===== src/rtl/dormir_tick_gen.sv =====
// dormir_tick_gen: prescaler emitting a one-cycle tick every TICK_DIV cycles, restartable by clr
module dormir_tick_gen #(
  parameter int TICK_DIV = 20
) (
  input  logic clk,
  input  logic rst,
  input  logic clr,
  output logic tick
);
  localparam int CW = $clog2(TICK_DIV) + 1;
  logic [CW-1:0] cnt_q, cnt_d;
  assign tick = cnt_q == CW'(TICK_DIV - 1);
  always_comb cnt_d = (clr || tick) ? '0 : cnt_q + CW'(1);
  always_ff @(posedge clk) begin
    if (rst) cnt_q <= '0;
    else     cnt_q <= cnt_d;
  end
endmodule


===== config.mk =====
export PLATFORM = sky130hd
export DESIGN_NAME = dormir_tick_gen
export DESIGN_NICKNAME = d
export VERILOG_FILES = /design/src/rtl/dormir_tick_gen.sv
export SDC_FILE = /design/constraint.sdc
export NUM_CORES = 1
export LEC_CHECK = 0
export ABC_AREA = 1
export BUFFER_PORTS_ARGS = -buffer_cell sky130_fd_sc_hd__buf_2
export CELL_PAD_IN_SITES_DETAIL_PLACEMENT = 0
export CELL_PAD_IN_SITES_GLOBAL_PLACEMENT = 1
export CORE_AREA = 4 4 41 43
export DETAILED_ROUTE_END_ITERATION = 10
export DIE_AREA = 0 0 45 47
export HOLD_SLACK_MARGIN = 0.05
export MAX_ROUTING_LAYER = met4
export PLACE_DENSITY_LB_ADDON = 0.25
export SLEW_MARGIN = 5
export SYNTH_ARGS = -nofsm -noshare
export SYNTH_HDL_FRONTEND = slang
export SYNTH_SLANG_ARGS = --single-unit

===== constraint.sdc =====
create_clock -name clk -period 1 [get_ports clk]
set_input_delay 0.15 -clock clk [delete_from_list [all_inputs] [get_ports clk]]
set_output_delay 0.15 -clock clk [all_outputs]
set_load 0.02 [all_outputs]

**After elaboration in Yosys (flattened, before gate mapping)**

Cells that the tools add are included.

- Add/subtract/negate cells: 1
- Equal/unequal tests: 1
- Reduce and logical (&&, ||, !) cells: 2

Operator list:

| operator | count |
|---|---|
| adder 6 x 1 -> 6 bit (second input constant) | 1 |
| equality test 6 x 5 -> 1 bit (second input constant) | 1 |
| OR reduction 2 bit | 1 |
| logical OR 1 bit | 1 |

- Flip-flop bits (word level): 6
- Input port bits: 3
- Output and inout bits: 1
- Word-level logic and storage cells: 5

**Depth between registers and ports, before layout**

Gate-level depths: netlist of the first run.

- Word-level depth: 3
- Gate-level depth with buffers: 5
- Gate-level depth less buffers: 5

**Least setup slack after synthesis of the first run**

Ideal clock, no wire load.

- Kind: flip-flop to flip-flop
- From: reg cnt_q[0]
- To: reg cnt_q[4]
- Setup time: 0.115 ns
- Data arrival time: 0.878 ns
- Required time: 0.885 ns
- Slack: 0.007 ns
- Stages on the path, launching flop included: 6
- Path buffers: 0
- Clock period less this slack: 0.993 ns
- Cells stage by stage: dfxtp_1 ha_1 inv_1 nor2_1 xor2_1 nor2_1

- Cells in the longest elaborated chain, start to end: 3
- Elaborated cells on any way between the ends: 4
- Classes of those cells: 1 x add/sub; 1 x eq/ne; 2 x reduce/logical

Ends and longest elaborated chain:

| element | line | RTL |
|---|---|---|
| start: declaration | 11 | `logic [CW-1:0] cnt_q, cnt_d;` |
| start signal: assignment | 16 | `else cnt_q <= cnt_d;` |
| parallel branches: the longest is 3 deep, another holds adder 6 x 1 -> 6 bit | - |  |

Parallel ways; which one is timed is not known.
A chain may end at the register's enable or synchronous reset.

**Worst setup path after layout of the first run**

- From: reg cnt_q[1]
- To: out tick

- Cells in the longest elaborated chain, start to end: 1

Ends and longest elaborated chain:

| element | line | RTL |
|---|---|---|
| equality test 6 x 5 -> 1 bit | 12 | `assign tick = cnt_q == CW'(TICK_DIV - 1);` |
| end: declaration | 8 | `output logic tick` |

No other way between the ends.

==> impl_metrics.yaml, run 1 <==
critical_path:
  ff2ff_path_depth: 5
  reg2reg_from: "cnt_q[1]"
  r2r_slack_ns: -0.01
  critPathKind: "register to primary output"
  path_max_fanout: 2
  cp.required_ns: 0.85
  critPathLaunchType: "register"
  r2r_end: "cnt_q[2]"
  arrival_ns: 0.95
  crit_path_end_kind: "primary output"
grt:
  grt_pass1_wl_um: 897
  grt-ovfl-total: 0
  grt_pass1_vias: 235
  grt_max_degree: 7
  antenna_found_initial: 0
  grt_usage_pct: 6.77
die:
  num_rows: 13
  io_pins: 4
  core_area_sq_um: 1300
  initial_core_util_pct: 21.1
  die_area_sq_um: 2120
  chipHeight_um: 47
  die_w_um: 45
placed_design:
  io_buffers: 3
  gp_congestion: 0.697
  dpl.hpwl_um: 421
  place_ws_ns: -0.00871
  placed_area_sq_um: 330
  dp.cells: 58
sta:
  finalMaxSlewViolations: 0
  timing.clock.skew_ns: 0.000932
  rsz0062_at_grt: "true"
  fin_ws_ns: -0.103
  clock.fmax_mhz: 906
  period_minus_slack_ns: 1.10
  worst_pin_slew_ns: 0.194
  slew_headroom_pct: 87.0
  period_share_pct: 110
  hold_violations: 0
  setup-violations-final: 3
  fin_tns_setup_ns: -0.118
synthesis:
  synth_seq_cells: 6
  yosys_warnings: 0
  syn_avg_cell_area_sq_um: 7.41
  yosysSeqAreaShare_pct: 43.8
  synth_top_area_share_pct: 43.8
  yosysTopAreaCell: "dfxtp_1"
  synth_fp_nets: 41
  ys_types: 13
  ys_top_cells_by_area: "dfxtp_1 (44%), nor2_1 (11%), inv_1 (8.2%), nand3_1 (7.3%), nand2_1 (5.5%)"
  syn_inst: 37
  synth.cell_area_sq_um: 274
layout:
  antenna_cells: 0
  largest_reg_flops: 6
  fillers: 148
  syn2layout_area_growth_pct: 63.9
  fin_cells: 64
  drive_above_1_share_pct: 57.1
  nets: 55
  layout_common_cells: "dfxtp_2 (5), buf_4 (5), nor2_1 (4), nand2_1 (4)"
  largest-register: "cnt_q"
  final_area_sq_um: 449
  reg.largest.list: "cnt_q (6)"
clock_network:
  clockBufferDepth: 2
  clkSinkCount: 6
  cts-buffers-inserted: 3
  clkLatencyLatePin_ns: 0.24
  cts_root_buf: "clkbuf_4"
  cts.clk_slew.worst_paths_ns: 0.04
  htree_levels: 1
  tritoncts: "built"
drt:
  dr.pass1.iters: 1
  vias: 251
  wl_met3_um: 27
  wirelength_met1_um: 252
  top_layer: "met4"
  drt_iter0_markers: 0
  drt_wl_total_um: 523
  wl_per_cell_um: 8.17
  met2WireLength_um: 227
  vias_per_cell: 3.92
  ant_nets: 0
  route.detailed.drc: 0
hold_path:
  hold_end: "cnt_q[3]"
  hold_start: "rst"
  hold_path_depth: 4
  hp-class: "primary input to register"
power:
  powerDensity_nw_per_um2: 1110
  p_leak_uw: 0.000169
  ir_drop_v: 0.000546
  total_power_uw: 497
run_status:
  status: "finished with violations"
  violations: "negative setup slack"
flow_run:
  drv_cap: 0
Yosys cell counts:
cell / number
or2_0: 1
o21bai_1: 1
xor2_1: 1
dfxtp_1: 6
a21oi_1: 2
nand2_2: 1
nor2_1: 8
inv_1: 6
nand2_1: 4
nand3_1: 4
ha_1: 1
or2_1: 1
a21oi_2: 1
critical path, cell delays in order, from the launching register on:
cell,delay [ns]
dfxtp_2,0.34
ha_4,0.15
nand3_4,0.06
inv_2,0.05
buf_6,0.10
power breakdown:
group	switching, uW	leakage [uW]	internal, uW
Combinational	13.9	0.000104	14.5
Sequential	3.88	0.0000510	245
Clock	84.5	0.0000138	136
Total	102	0.000169	395
timing repair:
item	CTS	global route
pin swaps	7	6
cloned	0	0
hold buffers	0	0
resized for setup	21	4
buffers inserted	3	1
setup endpoints to repair	2	7
per-stage QoR:
step                      hold WS [ns]  util [%]
after CTS                        0.238      33.8
after floorplan                  0.362         -
after global routing             0.229      34.5
after detailed placement         0.493      25.4
after global placement           0.487      25.4
final                            0.209      34.5
how the worst max path moves through the flow:
stage	endpoint	slack [ns]	startpoint
detailed placement	cnt_q[4]	-0.009	cnt_q[0]
finish	tick	-0.10	cnt_q[1]
global placement	cnt_q[4]	-0.003	cnt_q[0]
floorplan	cnt_q[4]	0.007	cnt_q[0]
CTS	tick	-0.12	cnt_q[4]
global route	tick	-0.15	cnt_q[1]
layer usage:
metal	track usage (%)	up-vias
met1	7.27	104
met2	8.47	6
met4	8.77	0
li1	-	139
met3	2.30	2
met5	-	-
cells by family (layout without fill, tap and decap cells):
| group | count (synthesis) | count (layout) | share of synthesized area, % |
|---|---|---|---|
| simple gates | 19 | 19 | 30.6 |
| flops | 6 | 6 | 43.8 |
| buf+inv | 6 | 18 | 8.22 |
| compound gates | 4 | 4 | 9.59 |
| fa+ha+maj | 1 | 1 | 4.57 |
| xor+xnor | 1 | 1 | 3.20 |
cell type report:
type                            count  area (sq um)  area share [%]
Tap cell                           15          18.8            4.18
Sequential cell                     6           126            28.1
Timing Repair Buffer                9          70.1            15.6
Multi-Input combinational cell     25           186            41.5
Inverter                            6          25.0            5.57
Clock buffer                        3          22.5            5.01
No activity file was read; power rests on OpenSTA's default activity.
==> run 2: changes to the inputs <==
--- a/config.mk
+++ b/config.mk
@@ -5,7 +5,6 @@
 export SDC_FILE = /design/constraint.sdc
 export NUM_CORES = 1
 export LEC_CHECK = 0
-export ABC_AREA = 1
 export BUFFER_PORTS_ARGS = -buffer_cell sky130_fd_sc_hd__buf_2
 export CELL_PAD_IN_SITES_DETAIL_PLACEMENT = 0
 export CELL_PAD_IN_SITES_GLOBAL_PLACEMENT = 1
==> impl_metrics.yaml, run 2 <==
die:
  die_area_sq_um: 2120
  io_pins: 4
  initial_core_util_pct: 18.9
  die_w_um: 45
  chipHeight_um: 47
  core_area_sq_um: 1300
  num_rows: 13
layout:
  largest_reg_flops: 6
  final_common_cell: "buf_4"
  layout_common_cells: "buf_4 (6), nor2_1 (5), clkbuf_4 (3), dfxtp_2 (3), dfxtp_1 (3)"
  reg.largest.list: "cnt_q (6)"
  final_area_sq_um: 405
  largest-register: "cnt_q"
  nets: 45
  antenna_cells: 0
  drive_above_1_share_pct: 51.3
  syn2layout_area_growth_pct: 64.5
power:
  swShare_pct: 19.9
  p_comb_share_pct: 5.1
  p_seq_share_pct: 50.5
  total_power_uw: 492
  p_leak_uw: 0.000145
  ir_drop_v: 0.000356
  clockPowerShare_pct: 44.4
  powerDensity_nw_per_um2: 1210
  p_int_uw: 394
  p_sw_uw: 97.9
grt:
  grt_max_degree: 6
  grt_pass1_wl_um: 841
  grt-ovfl-total: 0
  grt_usage_pct: 6.71
  grt_pass1_vias: 216
  antenna_found_initial: 0
sta:
  setup-violations-final: 7
  period_share_pct: 120
  hold_violations: 0
  clock.fmax_mhz: 834
  fin_ws_ns: -0.198
  rsz0062_at_grt: "true"
  finalMaxSlewViolations: 0
  worst_pin_slew_ns: 0.289
  timing.clock.skew_ns: 0.000276
  period_minus_slack_ns: 1.20
  slew_headroom_pct: 80.7
placed_design:
  dpl.hpwl_um: 373
  gp_congestion: 0.663
  io_buffers: 3
  placed_area_sq_um: 344
clock_network:
  clockBufferDepth: 2
  tritoncts: "built"
  clkLatencyLatePin_ns: 0.24
  cts-buffers-inserted: 3
  htree_levels: 1
  clkSinkCount: 6
  cts.clk_slew.worst_paths_ns: 0.04
  cts_root_buf: "clkbuf_4"
hold_path:
  hold_path_depth: 4
  hold_start: "rst"
  hold_end: "cnt_q[1]"
  hp-class: "primary input to register"
critical_path:
  cp_cell_sequence: "ha_4 > nand2b_4 > nor3_4 > buf_6"
  cp_slowest_stage_delay_ns: 0.34
  crit_path_end_kind: "primary output"
  r2r_end: "cnt_q[5]"
  ff2ff_path_depth: 4
  slowest_stage: "dfxtp_2"
  reg2reg_from: "cnt_q[0]"
  path_max_fanout: 2
  arrival_ns: 1.05
  r2r_slack_ns: -0.16
  critPathLaunchType: "register"
  critPathKind: "register to primary output"
  cp.required_ns: 0.85
drt:
  vias: 221
  drt_wl_total_um: 504
  route.detailed.drc: 0
  dr.pass1.iters: 2
  drt_iter0_markers: 3
  ant_nets: 0
  wl_per_cell_um: 9.33
  vias_per_cell: 4.09
synthesis:
  syn_inst: 27
  ys_types: 14
  synth_fp_nets: 31
  synth_edf_count: 0
  yosys_warnings: 0
  yosysSeqAreaShare_pct: 48.7
  synth_top_area_share_pct: 48.7
  synth_seq_cells: 6
  synth_most_common_cell: "dfxtp_1"
  yosysTopAreaCell: "dfxtp_1"
  async_flop_share_pct: 0
  synth.cell_area_sq_um: 246
  syn_avg_cell_area_sq_um: 9.13
  yosys_most_used_dff: "dfxtp_1"
  synthTopCellsByCount: "dfxtp_1 (6), nor2_1 (5), nand2b_1 (3), nand3_1 (2), xor2_1 (2)"
  ys_top_cells_by_area: "dfxtp_1 (49%), nand2b_1 (7.6%), nor2_1 (7.6%), xor2_1 (7.1%), ha_1 (5.1%)"
flow_run:
  drv_cap: 0
run_status:
  violations: "negative setup slack"
  status: "finished with violations"
run 2: changes by cell type after synthesis, sizes merged, moves of 3 or more:
cell	delta
nand2	-4
inv	-5
nand2b	+3
nor2	-3
run 2: timing repair:
| action | 4_1_cts | 5_1_grt |
|---|---|---|
| pin swaps | 2 | 0 |
| endpoints found under the setup margin | 7 | 7 |
| resized for setup | 5 | 0 |
| hold buffers | 0 | 0 |
| setup buffers | 2 | 0 |
| gates cloned | 0 | 0 |
run 2: cells by family after synthesis:
logic type | synth area share, %
AO/OA/AOI/OAI | 12.2
XOR/XNOR | 7.11
adder cells (fa/ha/maj) | 5.08
buffers and inverters | 1.52
flip-flops | 48.7
AND/OR/NAND/NOR | 25.4
run 2: through the flow:
stage	instances	worst slack, ns	utilization (%)	TNS (ns)	hold WS (ns)
finish	54	-0.198	31.2	-1.08	0.215
global route	54	-0.267	31.2	-1.71	0.226
CTS	54	-0.223	31.2	-1.18	0.208
detailed placement	49	-0.0958	26.4	-0.581	0.411
global placement	49	-0.0912	26.4	-0.495	0.406
floorplan	27	-0.00157	-	-0.00157	0.343
run 2: area by class of cell:
class | count | area [sq um]
clock buffer | 3 | 22.5
fill | 146 | 896
inverter | 1 | 3.75
multi-input combinational | 20 | 170
sequential | 6 | 124
tap | 15 | 18.8
timing repair buffer | 9 | 66.3
run 2: how the worst max path moves through the flow:
| stage | from | end | slack (ns) |
|---|---|---|---|
| floorplan | cnt_q[0] | tick | -0.002 |
| CTS | cnt_q[0] | tick | -0.22 |
| detailed placement | cnt_q[0] | tick | -0.1 |
| global placement | cnt_q[0] | cnt_q[2] | -0.09 |
| finish | cnt_q[0] | tick | -0.20 |
| global route | cnt_q[0] | cnt_q[2] | -0.27 |
run 2: layer usage:
| layer | wire length (um) | track usage [%] |
|---|---|---|
| met5 | 0 | - |
| met4 | 4 | 8.77 |
| met3 | 41 | 3.45 |
| met2 | 264 | 9.04 |
| met1 | 194 | 5.96 |
run 2: critical path, delay by kind of cell (launching register included):
| family | cells | cell delay (ns) |
|---|---|---|
| buffers and inverters | 1 | 0.14 |
| and+or+nand+nor | 2 | 0.18 |
| adders and majority gates | 1 | 0.15 |
| DFF | 1 | 0.34 |
run 2: power groups by stage:
stage / clock [uW] / combinational (uW) / sequential (uW)
final: 219 / 25.0 / 248
after global routing: 244 / 28.8 / 249
after global placement: 0 / 20.1 / 252
after detailed placement: 0 / 20.2 / 252
after floorplan: 0 / 13.4 / 251
after CTS: 236 / 25.7 / 248
